--- src/rtl/beam_ctrl_pkg.sv ---
// Shared types and helpers for the beam threshold control path.
package beam_ctrl_pkg;

  typedef enum logic [1:0] {
    IDLE   = 2'd0,
    LOAD   = 2'd1,
    UPDATE = 2'd2,
    SETTLE = 2'd3
  } bts_state_t;

  localparam int DEFAULT_THRESH_BITS = 18;

  // Beam index width; never zero, so a single-beam build still has a legal index bus.
  function automatic int BEAM_IDX_W(input int n);
    return (n > 1) ? $clog2(n) : 1;
  endfunction

endpackage

--- src/rtl/beam_threshold_sequencer_if.sv ---
// Control-side write/commit bus plus the datapath-facing threshold load outputs.
interface beam_threshold_sequencer_if
  import beam_ctrl_pkg::*;
#(
  parameter int NBEAMS      = 4,
  parameter int THRESH_BITS = DEFAULT_THRESH_BITS
);
  localparam int IDX_W = BEAM_IDX_W(NBEAMS);

  // commit_valid_i/commit_ready_o: a commit transfers on any rising edge where both
  // are high; valid may be held, ready is high only while the sequencer is idle.
  logic                   wr_en_i;
  logic [IDX_W-1:0]       wr_beam_i;
  logic [THRESH_BITS-1:0] wr_thresh_i;
  logic                   commit_valid_i;
  logic                   commit_ready_o;
  logic                   busy_o;
  logic                   done_o;
  logic [NBEAMS-1:0]      dirty_o;
  logic [THRESH_BITS-1:0] thresh_o;
  logic [NBEAMS-1:0]      thresh_ce_o;
  logic                   update_o;
  bts_state_t             state_dbg;

  modport master (
    output wr_en_i, wr_beam_i, wr_thresh_i, commit_valid_i,
    input  commit_ready_o, busy_o, done_o, dirty_o, thresh_o, thresh_ce_o, update_o,
    input  state_dbg
  );

  modport slave (
    input  wr_en_i, wr_beam_i, wr_thresh_i, commit_valid_i,
    output commit_ready_o, busy_o, done_o, dirty_o, thresh_o, thresh_ce_o, update_o,
    output state_dbg
  );

endinterface

--- src/rtl/beam_threshold_sequencer.sv ---
// Shadow threshold file with commit-triggered, one-beam-per-cycle load into beam_alignment,
// followed by a single atomic update pulse.
module beam_threshold_sequencer
  import beam_ctrl_pkg::*;
#(
  parameter int                     NBEAMS       = 4,
  parameter int                     THRESH_BITS  = DEFAULT_THRESH_BITS,
  parameter logic [THRESH_BITS-1:0] RESET_THRESH = '1
) (
  input logic                  clk_i,
  input logic                  rst_i,
  beam_threshold_sequencer_if.slave bus
);

  localparam int               IDX_W    = BEAM_IDX_W(NBEAMS);
  localparam logic [IDX_W-1:0] LAST_IDX = IDX_W'(NBEAMS - 1);

  bts_state_t             state_q, state_d;
  logic [IDX_W-1:0]       idx_q, idx_d;
  logic                   init_q;
  logic [THRESH_BITS-1:0] shadow_q [NBEAMS];
  logic [THRESH_BITS-1:0] snap_q   [NBEAMS];
  logic [NBEAMS-1:0]      dirty_q, dirty_d, wr_hit;
  logic [THRESH_BITS-1:0] thresh_q, thresh_d;
  logic [NBEAMS-1:0]      ce_q, ce_d;
  logic                   update_q, update_d;
  logic                   done_q, done_d;
  logic                   busy_q, busy_d;
  logic                   ready_q, ready_d;
  logic                   wr_valid;
  logic                   accept;
  logic                   start;

  assign wr_valid = bus.wr_en_i && (int'(bus.wr_beam_i) < NBEAMS);
  assign accept   = bus.commit_valid_i && ready_q;
  // The first idle cycle after reset starts an init load without any handshake.
  assign start    = accept || ((state_q == IDLE) && init_q);

  always_comb begin
    wr_hit = '0;
    if (wr_valid) wr_hit[bus.wr_beam_i] = 1'b1;
  end

  // A write colliding with the snapshot edge stays dirty: the snapshot took the old value.
  assign dirty_d = start ? wr_hit : (dirty_q | wr_hit);

  always_comb begin
    state_d  = state_q;
    idx_d    = idx_q;
    thresh_d = thresh_q;
    ce_d     = '0;
    update_d = 1'b0;
    done_d   = 1'b0;
    case (state_q)
      IDLE: begin
        if (start) begin
          state_d  = LOAD;
          idx_d    = '0;
          thresh_d = shadow_q[0];
          ce_d     = NBEAMS'(1);
        end
      end
      LOAD: begin
        if (idx_q == LAST_IDX) begin
          state_d  = UPDATE;
          update_d = 1'b1;
        end else begin
          idx_d    = idx_q + 1'b1;
          thresh_d = snap_q[idx_d];
          ce_d     = NBEAMS'(1) << idx_d;
        end
      end
      UPDATE: begin
        state_d = SETTLE;
        done_d  = 1'b1;
      end
      SETTLE: begin
        state_d = IDLE;
      end
      default: begin
        state_d = IDLE;
      end
    endcase
    busy_d  = (state_d != IDLE);
    ready_d = (state_d == IDLE);
  end

  always_ff @(posedge clk_i) begin
    if (rst_i) begin
      state_q  <= IDLE;
      idx_q    <= '0;
      init_q   <= 1'b1;
      dirty_q  <= '0;
      thresh_q <= '0;
      ce_q     <= '0;
      update_q <= 1'b0;
      done_q   <= 1'b0;
      busy_q   <= 1'b0;
      ready_q  <= 1'b0;
      for (int b = 0; b < NBEAMS; b++) begin
        shadow_q[b] <= RESET_THRESH;
        snap_q[b]   <= RESET_THRESH;
      end
    end else begin
      state_q  <= state_d;
      idx_q    <= idx_d;
      dirty_q  <= dirty_d;
      thresh_q <= thresh_d;
      ce_q     <= ce_d;
      update_q <= update_d;
      done_q   <= done_d;
      busy_q   <= busy_d;
      ready_q  <= ready_d;
      if (start) begin
        init_q <= 1'b0;
        for (int b = 0; b < NBEAMS; b++) snap_q[b] <= shadow_q[b];
      end
      if (wr_valid) shadow_q[bus.wr_beam_i] <= bus.wr_thresh_i;
    end
  end

  assign bus.commit_ready_o = ready_q;
  assign bus.busy_o         = busy_q;
  assign bus.done_o         = done_q;
  assign bus.dirty_o        = dirty_q;
  assign bus.thresh_o       = thresh_q;
  assign bus.thresh_ce_o    = ce_q;
  assign bus.update_o       = update_q;
  assign bus.state_dbg      = state_q;

endmodule

--- src/flat_wrapper.sv ---
// flat-port wrapper written by rule: the top's interface ports become plain ports
module beam_threshold_sequencer_flat import beam_ctrl_pkg::*;
#(
  parameter int                     NBEAMS       = 4,
  parameter int                     THRESH_BITS  = DEFAULT_THRESH_BITS,
  parameter logic [THRESH_BITS-1:0] RESET_THRESH = '1
)
  (clk_i, rst_i, bus_wr_en_i, bus_wr_beam_i, bus_wr_thresh_i, bus_commit_valid_i, bus_commit_ready_o, bus_busy_o, bus_done_o, bus_dirty_o, bus_thresh_o, bus_thresh_ce_o, bus_update_o, bus_state_dbg);
  beam_threshold_sequencer_if #(.NBEAMS(NBEAMS), .THRESH_BITS(THRESH_BITS)) bus_i ();
  input logic clk_i;
  input logic rst_i;
  input wire logic [$bits(bus_i.wr_en_i)-1:0] bus_wr_en_i;
  input wire logic [$bits(bus_i.wr_beam_i)-1:0] bus_wr_beam_i;
  input wire logic [$bits(bus_i.wr_thresh_i)-1:0] bus_wr_thresh_i;
  input wire logic [$bits(bus_i.commit_valid_i)-1:0] bus_commit_valid_i;
  output wire logic [$bits(bus_i.commit_ready_o)-1:0] bus_commit_ready_o;
  output wire logic [$bits(bus_i.busy_o)-1:0] bus_busy_o;
  output wire logic [$bits(bus_i.done_o)-1:0] bus_done_o;
  output wire logic [$bits(bus_i.dirty_o)-1:0] bus_dirty_o;
  output wire logic [$bits(bus_i.thresh_o)-1:0] bus_thresh_o;
  output wire logic [$bits(bus_i.thresh_ce_o)-1:0] bus_thresh_ce_o;
  output wire logic [$bits(bus_i.update_o)-1:0] bus_update_o;
  output wire logic [$bits(bus_i.state_dbg)-1:0] bus_state_dbg;
  assign bus_i.wr_en_i = bus_wr_en_i;
  assign bus_i.wr_beam_i = bus_wr_beam_i;
  assign bus_i.wr_thresh_i = bus_wr_thresh_i;
  assign bus_i.commit_valid_i = bus_commit_valid_i;
  assign bus_commit_ready_o = bus_i.commit_ready_o;
  assign bus_busy_o = bus_i.busy_o;
  assign bus_done_o = bus_i.done_o;
  assign bus_dirty_o = bus_i.dirty_o;
  assign bus_thresh_o = bus_i.thresh_o;
  assign bus_thresh_ce_o = bus_i.thresh_ce_o;
  assign bus_update_o = bus_i.update_o;
  assign bus_state_dbg = bus_i.state_dbg;
  beam_threshold_sequencer #(.NBEAMS(NBEAMS), .THRESH_BITS(THRESH_BITS), .RESET_THRESH(RESET_THRESH)) u_core (.clk_i(clk_i), .rst_i(rst_i), .bus(bus_i));
endmodule
--- config.mk ---
export PLATFORM = sky130hd
export DESIGN_NAME = beam_threshold_sequencer_flat
export DESIGN_NICKNAME = d
export VERILOG_FILES = /design/src/rtl/beam_ctrl_pkg.sv /design/src/rtl/beam_threshold_sequencer_if.sv /design/src/rtl/beam_threshold_sequencer.sv /design/src/flat_wrapper.sv
export SDC_FILE = /design/constraint.sdc
export NUM_CORES = 1
export LEC_CHECK = 0
export CORE_UTILIZATION = 40
export CTS_CLUSTER_DIAMETER = 200
export CTS_CLUSTER_SIZE = 24
export DETAILED_ROUTE_END_ITERATION = 8
export PLACE_DENSITY = 0.58
export SETUP_SLACK_MARGIN = 0.02
export SLEW_MARGIN = 0
export SYNTH_ARGS = -nofsm -noshare
export SYNTH_HDL_FRONTEND = slang
export SYNTH_SLANG_ARGS = --single-unit
--- constraint.sdc ---
create_clock -name clk_i -period 6.8 [get_ports clk_i]
set_clock_uncertainty 0.05 [all_clocks]
set_input_delay 2.04 -clock clk_i [delete_from_list [all_inputs] [get_ports clk_i]]
set_output_delay 2.04 -clock clk_i [all_outputs]
set_load 0.03 [all_outputs]
After elaboration in Yosys (flattened, before gate mapping)
Memory sizes are Yosys's and may differ from the RTL's.
Cells that the tools add are included.
{"block": "word_totals", "register_bits": 35, "ramBits": 144, "wordCells": 72, "memories": 2}
{"name": "u_core.shadow_q", "depth": 4, "width": 18, "read_ports": 4, "rd_clocked_by_memory_dff": 0, "wr": 4, "line": "beam_threshold_sequencer.sv:21", "rtl": "logic [THRESH_BITS-1:0] shadow_q [NBEAMS];"}
{"name": "u_core.snap_q", "depth": 4, "width": 18, "read_ports": 1, "rd_clocked_by_memory_dff": 0, "wr": 4, "line": "beam_threshold_sequencer.sv:22", "rtl": "logic [THRESH_BITS-1:0] snap_q [NBEAMS];"}
{"block": "classes", "addsub": 1, "magnitude_cmp": 2, "eq_ne": 6, "n_shift": 1, "n_mux": 33, "n_bitwise": 6, "reduce_logical": 11}
{"cell": "two-way mux 18 bit", "n": 7}
{"cell": "case mux 18 bit (2 select lines)", "n": 1}
{"cell": "OR reduction 18 bit", "n": 1}
{"cell": "two-way mux 1 bit", "n": 13}
{"cell": "two-way mux 4 bit", "n": 3}
{"cell": "two-way mux 2 bit", "n": 5}
{"cell": "case mux 2 bit (4 select lines)", "n": 1}
{"cell": "case mux 4 bit (2 select lines)", "n": 1}
{"cell": "equality test 2 bit, second input constant", "n": 3}
{"cell": "zero test 2 bit", "n": 2}
{"cell": "OR 1 bit", "n": 4}
{"cell": "OR 4 bit", "n": 1}
{"cell": "case mux 2 bit (2 select lines)", "n": 1}
{"cell": "nonzero test 2 bit", "n": 2}
{"cell": "<< shifter 1 x 2 -> 4 bit, first input constant", "n": 1}
{"cell": "logical AND 1 bit", "n": 3}
{"cell": "less-than comparator 2 x 3 -> 1 bit, second input constant", "n": 1}
{"cell": "AND reduction 3 bit", "n": 1}
{"cell": "adder 2 x 1 -> 2 bit, second input constant", "n": 1}
{"cell": "demux 1 bit (select 2 bit)", "n": 1}
{"cell": "equality test 2 x 1 -> 1 bit, second input constant", "n": 1}
{"cell": "greater-or-equal comparator 2 x 1 -> 1 bit, second input constant", "n": 1}
{"cell": "!= test 2 x 1 -> 1 bit, second input constant", "n": 1}
{"cell": "!= test 2 bit, second input constant", "n": 1}
{"cell": "other kinds (3)", "n": 3}

Longest topological paths before layout
Gate-level depths: netlist of the first run.
{"block": "depth", "word_depth": 7, "depth_mapped": 9, "depth_no_buf": 5}

Worst setup path before layout of the first run
No wires, ideal clock.
{"block": "synth_path", "path_kind": "input to register", "startpoint": "in rst_i", "endpoint": "mem u_core.snap_q[0][0] (netlist bit), enable pin", "arrival_ns": 3.901, "slack_ns": 2.423, "path_stages": 3, "path_buffers": 1, "path_cell_list": "clkbuf_1 > and3b_1 > inv_1"}
{"element": "from (decl)", "line": "flat_wrapper.sv:11", "rtl": "input logic rst_i;"}
{"element": "to (decl)", "line": "beam_threshold_sequencer.sv:22"}

==> results of run 1 <==
## power by group through the flow
stage	logic, µW	registers, µW	clock network (µW)
floorplan	194	1380	0
global placement	337	1350	0
detailed placement	341	1350	0
CTS	341	1330	956
global route	363	1330	995
finish	337	1320	934
## flip-flops by register name, summed over array words and instances (netlist names)
name / flops
u_core.bus.busy_o: 1
u_core.init_q: 1
u_core.bus.dirty_o: 4
u_core.bus.thresh_ce_o: 4
u_core.idx_q: 2
u_core.bus.done_o: 1
u_core.bus.state_dbg: 2
u_core.bus.commit_ready_o: 1
u_core.snap_q: 72
u_core.bus.update_o: 1
u_core.bus.thresh_o: 18
u_core.shadow_q: 72
## worst paths after layout
path,endpoint,slack (ps),depth (start not counted)
worst max-delay path,u_core.shadow_q[2][11],2170,5
worst min-delay path,u_core.bus.dirty_o[0],440,1
worst max register to register,u_core.snap_q[0][3],4070,4
worst min register to register,u_core.bus.dirty_o[0],440,1
## worst reg2reg max path, stage by stage (launching register included)
cell     delay (ps)
dfxtp_1         470
or3b_4          510
and3b_1         280
inv_2           420
buf_4           610
## logic make-up after synthesis
group / after synthesis
adder cells (fa/ha/maj): 5
AO/OA/AOI/OAI: 73
buffers and inverters: 37
flip-flops: 179
multiplexers: 37
AND/OR/NAND/NOR: 174
## stage by stage
stage                     power (µW)  worst slack, ps  utilization (%)  area, µm²
after detailed placement        1690             1680             44.7       8090
after floorplan                 1580             2420                -       7430
after global routing            2690             1940             47.9       8670
after CTS                       2620             2130             47.9       8670
after global placement          1680             1800             44.7       8090
final                           2600             2170             47.9       8670
## layout by cell type (no fill, tap or decap), types with 5 or more instances in the layout
cell	n
mux2_2	36
ha_1	5
buf_4	5
nand2b_1	128
clkdlybuf4s50_1	55
a222oi_1	18
or2b_1	5
clkbuf_16	20
a211oi_1	21
dfxtp_1	35
a21oi_1	22
edfxtp_1	144
nand2b_2	14
a21o_1	5
## layout make-up
type / instances / share of cell area (%)
tap: 229 / 3.31
inverter: 3 / 0.130
timing repair buffer: 60 / 6.78
clock buffer: 26 / 6.18
multi-input combinational: 289 / 25.2
clock inverter: 6 / 0.462
sequential: 179 / 58.0
## per-layer routing
layer	vias up	global-route usage, %	part of all wire (%)
li1	1946	-	-
met1	1957	21.6	49
met2	110	23.4	46
met3	12	3.29	4.0
met4	0	6.21	1.2
met5	-	0	0
==> reports/qor.yml, run 1 <==
drcViolationCount: 12
synth_edf_count: 144
grt_overflow: 0
synthCells: 505
synth_adder_area_share_pct: 0.842
cp_max_fo: 39
clk_path_buf_depth: 2
dp_cells: 760
cts_resized: 0
min_from: "u_core.bus.dirty_o[0]"
synth_top_family_by_area: "simple AND/OR/NAND/NOR gates"
holdWs_ps: 436
vias: 4025
cpLargestDelayFamily: "simple AND/OR/NAND/NOR gates"
multi_input_area_um2: 2180
tns_ps: 0
grt_pass1_wl_um: 22100
power.share.clock_pct: 36.0
grt_max_degree: 49
p_leak_uw: 0.00269
antennaDiodeCount: 0
core_um2: 18100
clk_latency_ps: 430
finalSetupViolCount: 0
max_stage_delay_ps: 750
cp_cell_sequence: "clkdlybuf4s50_1 > buf_4 > nor2b_2 > and3b_1 > or2_2"
die_h_um: 138
seq_power_share_pct: 51.0
cts_num_sinks: 179
hold_viol: 0
htreeDepth: 4
violations: "DRC"
synthesis.nets: 534
crit_path_start_kind: "primary input"
first_global_vias: 3919
slew_viol_final: 0
gp_congestion: 0.732
vdd_drop_max_mv: 0.167
dpl.hpwl_um: 9490
die_w_um: 138
cp-end-kind: "register"
synth_compound_gate_area_share_pct: 7.36
clk_pin_slew_ps: 60
initial_utilization_pct: 41.1
yosysWarnings: 0
fmax_mhz: 216
dr.pass1.iters: 9
internal_power_uw: 1980
syn_area_per_cell_um2: 14.7
relSlewSlack_pct: 20.4
seqCellArea_um2: 5020
drt-initial-drc-count: 333
netlist_area_um2: 7430
async_flop_share_pct: 0
worstMarginPinSlew_ps: 1190
grt_usage_pct: 15.4
antenna_found_initial: 0
synth-main-ff-cell: "edfxtp_1"
critPathSlowestCell: "and3b_1"
path_class: "in2reg"
synth_most_common_cell: "edfxtp_1"
io-pin-count: 56
synth_xor_xnor_area_share_pct: 0
post_cts.repair.setup_buffers: 0
netlist.top_cell.by_area: "edfxtp_1"
numPortBuffers: 55
synth_top_cell_area_share_pct: 58.2
swShare_pct: 23.9
ys_top_cells_by_count: "edfxtp_1, nand2b_1, mux2_2"
hp-class: "reg2reg"
clockRootBuffer: "clkbuf_16"
areaGrowthSynthToFinish_pct: 16.6
crit_path_start: "rst_i"
synthSimpleGateAreaFrac_pct: 15.5
cts-hold-fix-buffers: 0
drv_cap: 0
status: "finished, violations left"
ant_nets: 0
nNetsFinal: 579
rsz0062_at_grt: "no"
period_share_pct: 68.1
synth-seq-cells: 179
yosysSeqAreaShare_pct: 67.6
wl_per_cell_um: 17.6
die_area_um2: 19100
netSwitchingPower_uw: 621
p_comb_share_pct: 13.0
rows: 49
wirelength_um: 14000
fillers: 1572
synth_area_leaders: "edfxtp_1, nand2b_1, dfxtp_1"
vias_per_cell: 5.08
layout-drive-gt1-share_pct: 16.9
fin_cells: 792
power-per-cell-area_nw_per_um2: 299
critPathArrivalTime_ps: 4660
path_buf_inv: 2
synthMuxAreaShare_pct: 5.59
yosysUniqueCellTypes: 35
numCtsBuffers: 17
layout_min_cycle_time_ps: 4630
cts_tree: "yes"
critPathRequiredTime_ps: 6820
timing.rr.start: "u_core.bus.state_dbg[0]"
No activity file was read; power rests on OpenSTA's default activity.
==> run 2, diff against run 1 <==
==> constraint.sdc (replaced) <==
create_clock -name clk_i -period 4.8 [get_ports clk_i]
set_clock_uncertainty 0.05 [all_clocks]
set_input_delay 1.44 -clock clk_i [delete_from_list [all_inputs] [get_ports clk_i]]
set_output_delay 1.44 -clock clk_i [all_outputs]
set_load 0.03 [all_outputs]
==> reports/qor.yml, run 2 (synthesis gave the netlist of run 1 again) <==
place_area_um2: 8140
rows: 49
die_h_um: 138
core_um2: 18100
critPathArrivalTime_ps: 1860
die_w_um: 138
grt_usage_pct: 15.7
cp_cell_sequence: "clkdlybuf4s50_1"
post-place-ws_ps: 1220
violations: "DRC"
layout-drive-gt1-share_pct: 17.3
cpLargestDelayFamily: "buffers and inverters"
grt_max_degree: 73
io-pin-count: 56
tns_ps: 0
slew_viol_final: 0
clk_pin_slew_ps: 60
grt_pass1_wl_um: 22700
rsz0062_at_grt: "no"
dpl.hpwl_um: 9460
relSlewSlack_pct: 15.3
clk_latency_ps: 430
htreeDepth: 4
cts_num_sinks: 179
antennaDiodeCount: 0
max_stage_delay_ps: 770
nNetsFinal: 582
areaGrowthSynthToFinish_pct: 17.5
hp-class: "reg2reg"
final_cell_mix: "edfxtp_1, nand2b_1, clkdlybuf4s50_1"
critPathRequiredTime_ps: 3310
clockRootBuffer: "clkbuf_16"
wirelength_um: 14200
hold_viol: 0
period_share_pct: 69.8
post_cts.repair.setup_buffers: 0
die_area_um2: 19100
vdd_drop_max_mv: 0.237
power-per-cell-area_nw_per_um2: 429
cts_tree: "yes"
final_core_util_pct: 48.3
dr.pass1.iters: 8
first_global_vias: 3979
cts_resized: 0
status: "finished, violations left"
fmax_mhz: 298
drcViolationCount: 12
final.setup.worst_slack_ps: 1450
path_class: "reg2out"
antenna_found_initial: 0
initial_utilization_pct: 41.1
path_buf_inv: 1
drv_cap: 0
vias: 4117
vias_per_cell: 5.18
crit_path_start_kind: "register"
final_common_cell: "edfxtp_1"
cts-hold-fix-buffers: 0
clk_path_buf_depth: 2
grt_overflow: 0
finalSetupViolCount: 0
p_leak_uw: 0.00270
wl_per_cell_um: 17.9
layout_min_cycle_time_ps: 3350
cp-end-kind: "primary output"
worstMarginPinSlew_ps: 1270
gp_congestion: 0.731
critPathSlowestCell: "clkdlybuf4s50_1"
numCtsBuffers: 17
drt-initial-drc-count: 433
stdcell_area_um2: 8730
cp_max_fo: 15
numPortBuffers: 55
ant_nets: 0
run 2: cell type report:
| class | instances | area (µm²) |
|---|---|---|
| clock inverters | 14 | 164 |
| multi-input cells | 289 | 2180 |
| well taps | 229 | 287 |
| clock buffers | 18 | 429 |
| repair buffers | 63 | 636 |
| fillers | 1539 | 9350 |
| inverters | 3 | 11.3 |
| flip-flops and latches | 179 | 5020 |
run 2: final timing paths:
path	cells after the start	slack, ps	to	start
hold reg to reg	1	410	u_core.bus.dirty_o[1]	u_core.bus.dirty_o[1]
setup / recovery	1	1450	bus_state_dbg[0]	u_core.bus.state_dbg[0]
hold / removal	1	410	u_core.bus.dirty_o[1]	u_core.bus.dirty_o[1]
setup reg to reg	6	2030	u_core.bus.thresh_o[15]	u_core.idx_q[0]
run 2: per-layer routing:
metal | GRT usage [%] | vias up | routed length, µm
met5 | 0 | - | 0
met4 | 5.09 | 0 | 157
met3 | 4.30 | 13 | 635
met2 | 23.6 | 118 | 6450
met1 | 22.1 | 2033 | 6970
li1 | - | 1953 | -
run 2: metrics by stage:
step	power, µW	hold WS, ps	std cells
3_3_place_gp	2390	399	763
5_1_grt	3880	441	795
2_1_floorplan	2230	427	505
3_5_place_dp	2400	397	763
6_report	3750	408	795
4_1_cts	3770	416	795
run 2: report_power, final:
part	internal, µW	switching, µW
registers	1830	48.6
logic	204	283
clock network	814	571
==> run 3, diff against run 2 <==
--- a/config.mk
+++ b/config.mk
@@ -9,7 +9,7 @@
 export CTS_CLUSTER_DIAMETER = 200
 export CTS_CLUSTER_SIZE = 24
 export DETAILED_ROUTE_END_ITERATION = 8
-export PLACE_DENSITY = 0.58
+export PLACE_DENSITY = 0.6
 export SETUP_SLACK_MARGIN = 0.02
 export SLEW_MARGIN = 0
 export SYNTH_ARGS = -nofsm -noshare
==> constraint.sdc (replaced) <==
create_clock -name clk_i -period 2.88 [get_ports clk_i]
set_clock_uncertainty 0.05 [all_clocks]
set_input_delay 0.864 -clock clk_i [delete_from_list [all_inputs] [get_ports clk_i]]
set_output_delay 0.864 -clock clk_i [all_outputs]
set_load 0.03 [all_outputs]
==> reports/qor.yml, run 3 (synthesis gave the netlist of run 1 again) <==
cts-hold-fix-buffers: 0
io-pin-count: 56
finalSetupViolCount: 0
htreeDepth: 4
multi_input_area_um2: 2180
power-per-cell-area_nw_per_um2: 700
antenna_found_initial: 0
clk_latency_ps: 420
path_depth: 1
holdWs_ps: 411
post_cts.repair.setup_buffers: 0
hold_viol: 0
slew_viol_final: 0
crit_path_start_kind: "register"
period_share_pct: 95.9
gp_congestion: 0.735
crit_path_start: "u_core.bus.state_dbg[0]"
seq_power_share_pct: 51.0
critPathCapture: "bus_state_dbg[0]"
vdd_drop_max_mv: 0.402
grt_overflow: 0
layout-drive-gt1-share_pct: 17.8
hp-class: "reg2reg"
cpLargestDelayFamily: "buffers and inverters"
first_global_vias: 3939
clockRootBuffer: "clkbuf_16"
numCtsBuffers: 17
vias_per_cell: 5.08
drv_cap: 0
layout_min_cycle_time_ps: 2760
grt_usage_pct: 15.1
cts_tree: "yes"
netSwitchingPower_uw: 1470
fin_cells: 802
numPortBuffers: 55
dpl.hpwl_um: 8980
grt_max_degree: 73
critPathRequiredTime_ps: 1970
seqCellArea_um2: 5020
grt_pass1_wl_um: 21900
nNetsFinal: 589
cts_num_sinks: 179
path_class: "reg2out"
areaGrowthSynthToFinish_pct: 17.7
swShare_pct: 24.0
status: "finished, violations left"
final_common_cell: "edfxtp_1"
worst-r2r-setup-slack_ps: 660
dp_cells: 770
die_h_um: 138
fmax_mhz: 362
critPathArrivalTime_ps: 1850
dr.pass1.iters: 9
power.share.clock_pct: 35.7
antennaDiodeCount: 0
die_area_um2: 19100
rsz0062_at_grt: "no"
tns_ps: 0
timing.rr.start: "u_core.idx_q[0]"
clk_path_buf_depth: 2
die_w_um: 138
wl_per_cell_um: 17.2
cts_resized: 0
drcViolationCount: 14
core_um2: 18100
relSlewSlack_pct: 22.9
drt-initial-drc-count: 467
fillers: 1530
cp_cell_sequence: "clkdlybuf4s50_1"
vias: 4072
ant_nets: 0
p_comb_share_pct: 13.3
clk_pin_slew_ps: 60
cp_max_fo: 15
critPathSlowestCell: "clkdlybuf4s50_1"
wirelength_um: 13800
rows: 49
r2r-end: "u_core.bus.thresh_o[2]"
final_cell_mix: "edfxtp_1, nand2b_1, clkdlybuf4s50_1"
path_buf_inv: 1
internal_power_uw: 4660
max_stage_delay_ps: 770
p_leak_uw: 0.00273
rr_worst_depth: 5
cp-end-kind: "primary output"
initial_utilization_pct: 41.1
worstMarginPinSlew_ps: 1150
violations: "DRC"
==> run 3: power groups by stage <==
stage	Clock (µW)	Sequential (µW)	Combinational (µW)
global route	2340	3140	878
global placement	0	3170	811
CTS	2230	3130	825
floorplan	0	3260	458
detailed placement	0	3180	823
finish	2180	3120	816
==> run 3: how the worst min path moves through the flow <==
stage / startpoint / end / slack (ps) / cells after the start
2_1_floorplan: u_core.shadow_q[1][11] / u_core.snap_q[1][11] / 430 / 1
5_1_grt: u_core.bus.dirty_o[0] / u_core.bus.dirty_o[0] / 420 / 1
6_report: u_core.bus.dirty_o[0] / u_core.bus.dirty_o[0] / 410 / 1
4_1_cts: u_core.bus.dirty_o[0] / u_core.bus.dirty_o[0] / 410 / 1
3_5_place_dp: u_core.bus.dirty_o[2] / u_core.bus.dirty_o[2] / 390 / 1
3_3_place_gp: u_core.bus.dirty_o[1] / u_core.bus.dirty_o[1] / 390 / 1
==> run 3: final cells by class <==
| type | instances | area share [%] |
|---|---|---|
| clock inverters | 11 | 1.29 |
| multi-input cells | 289 | 24.9 |
| flip-flops and latches | 179 | 57.4 |
| inverters | 3 | 0.172 |
| repair buffers | 70 | 7.87 |
| clock buffers | 21 | 5.03 |
| well taps | 229 | 3.27 |
==> run 3: layer usage <==
metal | vias to the layer above | wire [µm] | track usage [%]
met3 | 14 | 737 | 3.98
li1 | 1959 | - | -
met4 | 0 | 161 | 6.15
met2 | 112 | 6200 | 22.1
met5 | - | 0 | 0
met1 | 1987 | 6670 | 21.4
==> run 3: per-stage QoR <==
stage               setup WS [ps]  cell area [µm²]  util, %  total power [µW]
global route                 32.0             8750     48.4              6360
floorplan                    40.1             7440        -              3720
finish                        118             8750     48.4              6130
global placement              108             8200     45.3              3980
detailed placement           11.8             8200     45.3              4000
CTS                           104             8750     48.4              6180
==> run 3: worst register-to-register path, stage by stage, from the launching register on <==
cell and delay, ps:
dfxtp_1 420, inv_1 90, ha_1 340, nor3b_4 690, a222oi_1 240, a211oi_1 290
